**src/rtl/nibble_serial_adder.sv**
```systemverilog
// Nibble-serial 16-bit adder controller.
// Sequences a 16-bit add through an external combinational 4-bit full-adder
// stage, one nibble per clock, least-significant nibble first, and registers
// the 16-bit sum, the final carry and the two's-complement overflow flag.
//
// Handshake: Start_in is a request sampled only in IDLE; the edge that sees
// it high accepts it and latches the operands (edge 0). Nibbles are captured
// on edges 1-4, then Done_out pulses for exactly one cycle with the result
// valid on Sum_out/Cout_out/Ovf_out. Start_in seen in RUN or DONE is dropped,
// not queued. Busy_out marks RUN and never overlaps Done_out.
module nibble_serial_adder (
    input  logic        Clk_in,
    input  logic        Rst_in,
    input  logic        Start_in,
    input  logic [15:0] OpA_in,
    input  logic [15:0] OpB_in,
    input  logic        Cin_in,
    output logic [3:0]  Add_A_out,
    output logic [3:0]  Add_B_out,
    output logic        Add_C_out,
    input  logic [3:0]  Add_S_in,
    input  logic        Add_Cout_in,
    output logic        Busy_out,
    output logic        Done_out,
    output logic [15:0] Sum_out,
    output logic        Cout_out,
    output logic        Ovf_out,
    output logic [1:0]  State_dbg_out
);

    typedef enum logic [1:0] {
        S_IDLE = 2'd0,
        S_RUN  = 2'd1,
        S_DONE = 2'd2
    } state_t;

    state_t      state_q, state_d;
    logic [1:0]  idx_q, idx_d;
    logic        carry_q, carry_d;
    logic [15:0] opa_q, opa_d;
    logic [15:0] opb_q, opb_d;
    logic [15:0] sum_q, sum_d;
    logic        cout_q, cout_d;
    logic        ovf_q, ovf_d;

    // State register with asynchronous reset back to IDLE.
    always_ff @(posedge Clk_in or posedge Rst_in) begin
        if (Rst_in) begin
            state_q <= S_IDLE;
        end else begin
            state_q <= state_d;
        end
    end

    // Next state: IDLE waits for a request, RUN walks four nibbles, DONE lasts one cycle.
    always_comb begin
        state_d = state_q;
        case (state_q)
            S_IDLE: if (Start_in) state_d = S_RUN;
            S_RUN:  if (idx_q == 2'd3) state_d = S_DONE;
            S_DONE: state_d = S_IDLE;
            default: state_d = S_IDLE;
        endcase
    end

    // Outputs: status flags from state, adder drive only while running.
    always_comb begin
        Busy_out  = (state_q == S_RUN);
        Done_out  = (state_q == S_DONE);
        Add_A_out = 4'd0;
        Add_B_out = 4'd0;
        Add_C_out = 1'b0;
        if (state_q == S_RUN) begin
            Add_A_out = opa_q[{idx_q, 2'b00} +: 4];
            Add_B_out = opb_q[{idx_q, 2'b00} +: 4];
            Add_C_out = carry_q;
        end
    end

    // Datapath next values: latch on accept, capture one nibble per RUN cycle.
    always_comb begin
        idx_d   = idx_q;
        carry_d = carry_q;
        opa_d   = opa_q;
        opb_d   = opb_q;
        sum_d   = sum_q;
        cout_d  = cout_q;
        ovf_d   = ovf_q;
        if (state_q == S_IDLE && Start_in) begin
            opa_d   = OpA_in;
            opb_d   = OpB_in;
            carry_d = Cin_in;
            idx_d   = 2'd0;
        end else if (state_q == S_RUN) begin
            sum_d[{idx_q, 2'b00} +: 4] = Add_S_in;
            carry_d = Add_Cout_in;
            idx_d   = idx_q + 2'd1;
            if (idx_q == 2'd3) begin
                // Overflow: like-signed operands producing a differently-signed sum.
                cout_d = Add_Cout_in;
                ovf_d  = (opa_q[15] == opb_q[15]) && (Add_S_in[3] != opa_q[15]);
            end
        end
    end

    // Datapath registers; reset clears operands, progress and the result.
    always_ff @(posedge Clk_in or posedge Rst_in) begin
        if (Rst_in) begin
            idx_q   <= 2'd0;
            carry_q <= 1'b0;
            opa_q   <= 16'd0;
            opb_q   <= 16'd0;
            sum_q   <= 16'd0;
            cout_q  <= 1'b0;
            ovf_q   <= 1'b0;
        end else begin
            idx_q   <= idx_d;
            carry_q <= carry_d;
            opa_q   <= opa_d;
            opb_q   <= opb_d;
            sum_q   <= sum_d;
            cout_q  <= cout_d;
            ovf_q   <= ovf_d;
        end
    end

    assign Sum_out       = sum_q;
    assign Cout_out      = cout_q;
    assign Ovf_out       = ovf_q;
    assign State_dbg_out = state_q;

endmodule

```
**config.mk**
```make
export PLATFORM = sky130hd
export DESIGN_NAME = nibble_serial_adder
export DESIGN_NICKNAME = d
export VERILOG_FILES = /design/src/rtl/nibble_serial_adder.sv
export SDC_FILE = /design/constraint.sdc
export NUM_CORES = 1
export LEC_CHECK = 0
export ABC_AREA = 1
export CAP_MARGIN = 25
export CELL_PAD_IN_SITES_DETAIL_PLACEMENT = 0
export CELL_PAD_IN_SITES_GLOBAL_PLACEMENT = 2
export CORE_ASPECT_RATIO = 1.1
export CORE_UTILIZATION = 25
export DETAILED_ROUTE_END_ITERATION = 12
export PLACE_DENSITY_LB_ADDON = 0.05
export SKIP_LAST_GASP = 1
export SYNTH_ARGS = -nofsm -noshare
export SYNTH_HDL_FRONTEND = slang
export SYNTH_SLANG_ARGS = --single-unit
```
**constraint.sdc**
```tcl
create_clock -name Clk_in -period 4.83 [get_ports Clk_in]
set_clock_uncertainty 0.15 [all_clocks]
set_input_delay 0.966 -clock Clk_in [delete_from_list [all_inputs] [get_ports Clk_in]]
set_output_delay 0.966 -clock Clk_in [all_outputs]
set_load 0.005 [all_outputs]
```
Yosys cells after proc, flatten, opt, wreduce, memory -nomap -nowiden. Index checks and enable logic that the tools add are counted.

Register bits: 55. Bits of input ports: 41. Output and inout bits: 31. Logic and storage cells: 40.

$add $sub $neg: 2. Equal/unequal tests: 7. Shift-type cells: 4. Multiplexer cells: 11. Bitwise logic cells: 1. Reductions and logical operators: 7.

Operators by type and width (number): $shiftx A16 B5 Y4 (2); $bwmux W16 (1); $shift A4 B6 Y16 const A (1); $shiftx A4 B6 Y16 (1); $mux W2 (4); $mux W4 (2); $neg A4 Y6 (1); $eq A2 B2 Y1 const B (2); $pmux W2 S2 (1); $reduce_and A2 Y1 (2); $mux W1 (3); $reduce_and A3 Y1 (1); $add A2 B1 Y2 const B (1); $eq A2 B1 Y1 const B (1); $logic_and A1 B1 Y1 (2); $logic_not A2 Y1 (1); $ne A2 B1 Y1 const B (1); $ne A2 B2 Y1 const B (1); $reduce_bool A2 Y1 (1); $eq A1 B1 Y1 (1); $ne A1 B1 Y1 (1); $not A1 Y1 (1).

Longest topological paths before layout. Gate-level depths: netlist of run 1.

Depth after elaboration: 4. Depth in mapped cells: 9. Gate-level depth less buffers: 7.

Worst setup path after synthesis of run 1. No wires, ideal clock.

Kind: register to output. From: register idx_q[0]. To: output port Add_A_out[1]. Data arrival time: 0.999 ns. Data required time: 3.714 ns. Setup slack: 2.715 ns. Cell stages (with the launch flop): 7. Buffers on the path: 2. Path through: dfrtp_1 > buf_4 > inv_2 > buf_2 > nand2_1 > nand3_1 > a21oi_1.

Cells in the longest elaborated chain, start to end: 2.

Ends and longest elaborated chain: start: declaration (RTL line 38) `logic [1:0] idx_q, idx_d;`; start signal: assignment (RTL line 117) `idx_q <= idx_d;`; $shiftx A16 B5 Y4 (RTL line 74) `Add_A_out = opa_q[{idx_q, 2'b00} +: 4];`; $mux W4 (RTL line 73) `if (state_q == S_RUN) begin`; end: declaration (RTL line 18) `output logic [3:0] Add_A_out,`.

Every way passes these cells.

Final worst setup path of run 1.
From: register idx_q[0]. To: output port Add_B_out[3].

Cells in the longest elaborated chain, start to end: 2.

Ends and longest elaborated chain: $shiftx A16 B5 Y4 (RTL line 75) `Add_B_out = opb_q[{idx_q, 2'b00} +: 4];`; $mux W4 (RTL line 73); end: declaration (RTL line 19) `output logic [3:0] Add_B_out,`.

Every way passes these cells.

==> reports/qor.csv, run 1 <==
stage;metric;value;unit
worst_setup_path;worstPathMaxFanout;26;
global_route;grt_max_degree;48;
logic_synthesis;synth_top_area_share;50.7;%
logic_synthesis;ys_seq_area_share;50.7;%
power_and_ir_drop;p_leak;1.81;nW
logic_synthesis;synth-edff-count;0;
logic_synthesis;synth_area;0.00272;sq mm
routing;wire_per_inst;12.5;microns
floorplanning;start_util;25.9;%
logic_synthesis;async_reset_ff_share;100;%
placement;postPlaceCellArea;0.00351;sq mm
global_route;grt_util_all_layers;13.0;%
worst_setup_path;arrival;2500;ps
timing;rsz0062_at_grt;false;
floorplanning;die-area;0.0113;sq mm
global_route;grt_pass1_wl;11200;microns
placement;dp_hpwl;4870;microns
final_layout;n_antenna_cell;0;
routing;antenna_left;0;
final_layout;layout.cells.non_filler;546;
routing;vias_per_cell;4.05;
logic_synthesis;syn_inst;335;
logic_synthesis;ys_types;21;
timing;period_needed;3620;ps
floorplanning;ios;72;
logic_synthesis;synthTopCellsByArea;dfrtp_1 (51%), nand2_1 (14%), inv_1 (6.2%), a21oi_1 (5.2%), nor2_1 (4.7%);
timing;finalWorstSetupSlack;1210;ps
routing;num_vias;2214;
floorplanning;die_x;101;microns
final_layout;drive_above_1_share;9.93;%
worst_hold_path;min_path_cells;2;
clock_network;clockRootBuffer;clkbuf_16;
timing;tightestPinTransition;754;ps
worst_setup_path;endpoint_kind;output pin;
worst_setup_path;r2r_start;idx_q[0];
timing;hold_violations;0;
logic_synthesis;syn-num-nets;381;
global_route;grt_overflow_total;0;
power_and_ir_drop;ir_drop;0.193;mV
timing;maxSlewHeadroom;49.7;%
power_and_ir_drop;p_total;2.26;mW
final_layout;syn2layout_area_growth;35.8;%
final_layout;final_area;0.00369;sq mm
clock_network;clkTransAtPathRegs;70;ps
routing;drtIter0Drc;53;
flow_run;cap_violations;0;
worst_setup_path;critical_path_required;3710;ps
logic_synthesis;yosysTopAreaCell;dfrtp_1;
logic_synthesis;syn_area_per_cell;8.11;sq um
timing;fmax;276;MHz
floorplanning;die_y;111;microns
worst_setup_path;r2r_setup_slack;2360;ps
worst_hold_path;min-delay-start;Sum_out[11];
placement;dp.cells;538;
placement;port_buffers;71;
power_and_ir_drop;cellPowerDensity;614;mW/mm^2
timing;fin_crit_sh;74.9;%
timing;fin_setup_tns;0;ps
clock_network;cts_resized;0;
clock_network;cts_tree;done;
global_route;first_global_vias;2265;
timing;setup_viol;0;
worst_hold_path;hold_path.class;flip-flop to flip-flop;
floorplanning;core;0.0105;sq mm
clock_network;cts_buffer_depth;2;
clock_network;htree_levels;2;
logic_synthesis;ys_warn_count;0;
worst_hold_path;whs_endpoint;Sum_out[11];
final_layout;nFillCells;1132;
logic_synthesis;ys_seq_elements;55;
global_route;antenna_found_initial;0;
logic_synthesis;synth_common_cells;nand2_1 (98), dfrtp_1 (55), inv_1 (45);
status;status;finished, final reports clean;
routing;dr.pass1.iters;5;
final_layout;utilization;35.2;%
logic_synthesis;synth_flop_cell;dfrtp_1;
clock_network;cts_setup_buffers;0;
logic_synthesis;synth.most_common_cell;nand2_1;
worst_setup_path;critPathLaunch;idx_q[0];
routing;wl;6810;microns
routing;drc;0;
clock_network;ctsHoldBuffers;0;
worst_setup_path;rr_endpoint;Sum_out[2];
timing;timing.final.max_slew_violations;0;
worst_setup_path;criticalPathCategory;flip-flop to output pin;
placement;place.gp.congestion;0.660;
final_layout;nets;448;
timing;holdWs;325;ps
clock_network;clock-sinks;55;
placement;dp_slack;1470;ps
floorplanning;rows;39;
clock_network;clk_latency;290;ps
worst_setup_path;r2r_cells;7;
worst_setup_path;startpoint_type;flip-flop;
clock_network;cts_buffers;5;
## cell usage in the layout, fill, tap and decap left out, drive strengths merged, types with 2 or more instances in the layout
| cell | n |
|---|---|
| clkdlybuf4s50 | 71 |
| nand3 | 23 |
| ha | 5 |
| buf | 2 |
| dfrtp | 55 |
| o21ai | 5 |
| nor2 | 44 |
| clkbuf | 6 |
| nand2 | 100 |
| inv | 49 |
| a21oi | 40 |
## worst max-delay path: stages (launching register included)
cell and delay [ps]:
dfrtp_1 830, inv_2 400, nand2_1 160, nand3_1 90
a21oi_1 190, clkdlybuf4s50_1 540
## where the power goes
part	switching (mW)	internal, mW	total (mW)	leakage [nW]
sequential	0.119	0.668	0.787	0.653
clock	0.165	0.258	0.424	0.0868
combinational	0.563	0.491	1.05	1.07
## how the worst max path moves through the flow
stage | end | slack, ps | depth (start not counted)
6_report | Add_B_out[3] | 1210 | 5
5_1_grt | Add_B_out[0] | 970 | 5
4_1_cts | Add_B_out[3] | 1130 | 5
3_5_place_dp | Add_B_out[3] | 1470 | 5
3_3_place_gp | Add_B_out[3] | 1550 | 5
2_1_floorplan | Cout_out | 2370 | 1
## registers in the layout (all words and copies together) (netlist names)
signal         count
State_dbg_out      2
opa_q             16
Sum_out           16
carry_q            1
opb_q             16
idx_q              2
Cout_out           1
Ovf_out            1
## per-layer routing
| layer | wire, microns | global-route usage (%) |
|---|---|---|
| met5 | 0 | 0 |
| met2 | 3330 | 22.3 |
| met3 | 216 | 2.33 |
| met4 | 79 | 3.77 |
| met1 | 3190 | 16.4 |
## logic make-up after synthesis
kind of cell             after synthesis  share of synthesized area (%)
adder cells (fa/ha/maj)                5                           2.30
flip-flops                            55                           50.7
AND/OR/NAND/NOR                      167                           26.2
buffers and inverters                 62                           10.7
AO/OA/AOI/OAI                         46                           10.2
## area by class of cell
type	instances	area [sq um]	area share (%)
Clock buffer	6	139	3.77
Sequential cell	55	1380	37.3
Tap cell	143	179	4.85
Clock inverter	2	35.0	0.950
Inverter	49	184	4.99
Multi-Input combinational cell	218	1050	28.5
Timing Repair Buffer	73	726	19.7
No activity file was read; power rests on OpenSTA's default activity.
==> run 2, diff against run 1 <==
==> constraint.sdc (replaced) <==
create_clock -name Clk_in -period 3.6 [get_ports Clk_in]
set_clock_uncertainty 0.15 [all_clocks]
set_input_delay 0.72 -clock Clk_in [delete_from_list [all_inputs] [get_ports Clk_in]]
set_output_delay 0.72 -clock Clk_in [all_outputs]
set_load 0.005 [all_outputs]
==> run 2 against run 1 <==
Design area shrank 0.47%; worst setup slack lost 580 ps; worst hold slack gained 0.71 ps; global-route usage grew 0.61 points; largest power group unchanged; largest cell class unchanged.
==> reports/qor.csv, run 2 (synthesized netlist as in run 1, its figures left out) <==
stage;metric;value;unit;change
worst_setup_path;critPathBufInv;2;;unchanged
floorplanning;start_util;25.9;%;unchanged
power_and_ir_drop;p_leak;1.80;nW;-0.47%
worst_hold_path;hold_path.class;flip-flop to flip-flop;;
routing;wire_per_inst;12.7;microns;+1.6%
worst_setup_path;cp_top_family;buffers and inverters;;
timing;rsz0062_at_grt;false;;
floorplanning;ios;72;;unchanged
global_route;grt_overflow_total;0;;unchanged
flow_run;cap_violations;0;;unchanged
final_layout;nets;450;;+0.45%
clock_network;cts_buffers;5;;unchanged
floorplanning;die_x;101;microns;unchanged
status;status;finished, final reports clean;;
worst_setup_path;endpoint_kind;output pin;;
clock_network;clk_latency;280;ps;about the same
final_layout;multiInputGateArea;0.00105;sq mm;unchanged
routing;wl_met1;3270;microns;+2.7%
floorplanning;die_y;111;microns;unchanged
worst_setup_path;r2r_cells;7;;unchanged
routing;wl_met3;319;microns;+48%
clock_network;clockRootBuffer;clkbuf_16;;
timing;fin_setup_tns;0;ps;unchanged
global_route;grt_util_all_layers;13.6;%;+0.61 points
routing;drc;0;;unchanged
power_and_ir_drop;ir_drop;0.271;mV;+40%
clock_network;cts_buffer_depth;2;;unchanged
timing;fmax;337;MHz;
placement;dp_hpwl;5010;microns;+2.9%
global_route;grt_max_degree;43;;-10%
routing;antenna_left;0;;unchanged
global_route;grt_pass1_wl;11900;microns;+6.3%
routing;dr.pass1.iters;4;;-1
clock_network;cts_resized;0;;unchanged
final_layout;utilization;35.0;%;-0.17 points
routing;drtIter0Drc;58;;+9.4%
worst_setup_path;startpoint_type;flip-flop;;
timing;period_needed;2960;ps;
timing;maxSlewHeadroom;56.8;%;+7.1 points
final_layout;seqCellArea;0.00138;sq mm;unchanged
power_and_ir_drop;cellPowerDensity;805;mW/mm^2;+31%
clock_network;ctsHoldBuffers;0;;unchanged
global_route;first_global_vias;2336;;+3.1%
worst_setup_path;cpPeakStageDelay;580;ps;-250 ps
floorplanning;die-area;0.0113;sq mm;unchanged
timing;setup_viol;0;;unchanged
final_layout;layout_common_cells;nand2_1 (98), clkdlybuf4s50_1 (71), dfrtp_1 (55);;
final_layout;drive_above_1_share;9.68;%;-0.25 points
global_route;antenna_found_initial;0;;unchanged
clock_network;cts_tree;done;;
worst_hold_path;whs_endpoint;Sum_out[8];;
floorplanning;rows;39;;unchanged
final_layout;final_common_cell;nand2_1;;
final_layout;nFillCells;1145;;+1.1%
clock_network;clock-sinks;55;;unchanged
clock_network;cts_setup_buffers;0;;unchanged
final_layout;syn2layout_area_growth;35.1;%;
routing;num_vias;2266;;+2.3%
timing;hold_violations;0;;unchanged
worst_setup_path;rr_endpoint;Sum_out[2];;
final_layout;n_antenna_cell;0;;unchanged
worst_setup_path;critical_path_required;2730;ps;-980 ps
routing;vias_per_cell;4.15;;+2.3%
worst_setup_path;r2r_setup_slack;1520;ps;-840 ps
clock_network;htree_levels;2;;unchanged
worst_setup_path;worst_path_max_delay_cell;dfrtp_1;;
worst_setup_path;path_cells;inv_2 > nand2_1 > nand3_1 > a21oi_1 > clkdlybuf4s50_1;;
timing;timing.final.max_slew_violations;0;;unchanged
placement;place.gp.congestion;0.710;;+7.5%
floorplanning;core;0.0105;sq mm;unchanged
worst_setup_path;r2r_start;idx_q[0];;
routing;wl;6920;microns;+1.6%
timing;tightestPinTransition;647;ps;-107 ps
routing;met2WireLength;3290;microns;-1.2%
worst_hold_path;min_path_cells;2;;unchanged
placement;port_buffers;71;;unchanged
timing;fin_crit_sh;82.3;%;
worst_setup_path;arrival;2090;ps;-410 ps
worst_setup_path;criticalPathCategory;flip-flop to output pin;;
routing;maxUsedRoutingLayer;met4;;
clock_network;clkTransAtPathRegs;70;ps;about the same
worst_hold_path;min-delay-start;Sum_out[8];;
worst_setup_path;worstPathMaxFanout;26;;unchanged
-- run 2: worst reg2reg max path, delay by kind of cell (launching register included) --
kind / cells / cell delay, ps
flip-flops: 1 / 580
buffers and inverters: 2 / 400
AND/OR/NAND/NOR: 4 / 480
adder cells (fa/ha/maj): 1 / 400
-- run 2: final cells by class --
| class | count | share of cell area [%] |
|---|---|---|
| Clock buffer | 6 | 3.51 |
| Inverter | 49 | 5.01 |
| Multi-Input combinational cell | 218 | 28.6 |
| Sequential cell | 55 | 37.5 |
| Tap cell | 143 | 4.87 |
| Timing Repair Buffer | 75 | 20.5 |
-- run 2: metrics by stage --
stage	total power, mW	setup slack (ps)	cell area (sq um)	cells	hold WS, ps
finish	2.96	636	3670	546	326
global route	3.26	377	3670	546	349
CTS	3.03	559	3670	546	335
detailed placement	2.55	878	3540	540	316
global placement	2.54	890	3540	540	313
floorplan	1.93	1390	2720	335	322
-- run 2: report_power, final --
part           internal, mW  total, mW  switching (mW)
Clock                 0.251      0.462           0.211
Combinational         0.676       1.46           0.780
Sequential            0.897       1.04           0.140
-- run 2: worst max path at each step --
stage,to,slack [ps],cells after the start,startpoint
after CTS,Add_A_out[3],560,5,idx_q[0]
after detailed placement,opa_q[8],880,5,Start_in
after global routing,Add_A_out[1],380,5,idx_q[0]
after global placement,opa_q[3],890,5,Start_in
after floorplan,Cout_out,1390,1,Rst_in
final,Add_A_out[3],640,5,idx_q[0]
-- run 2: routing by layer --
layer	global-route usage (%)	vias up
met2	22.5	45
li1	-	1160
met5	0	-
met4	2.90	0
met3	3.34	2
met1	17.7	1059
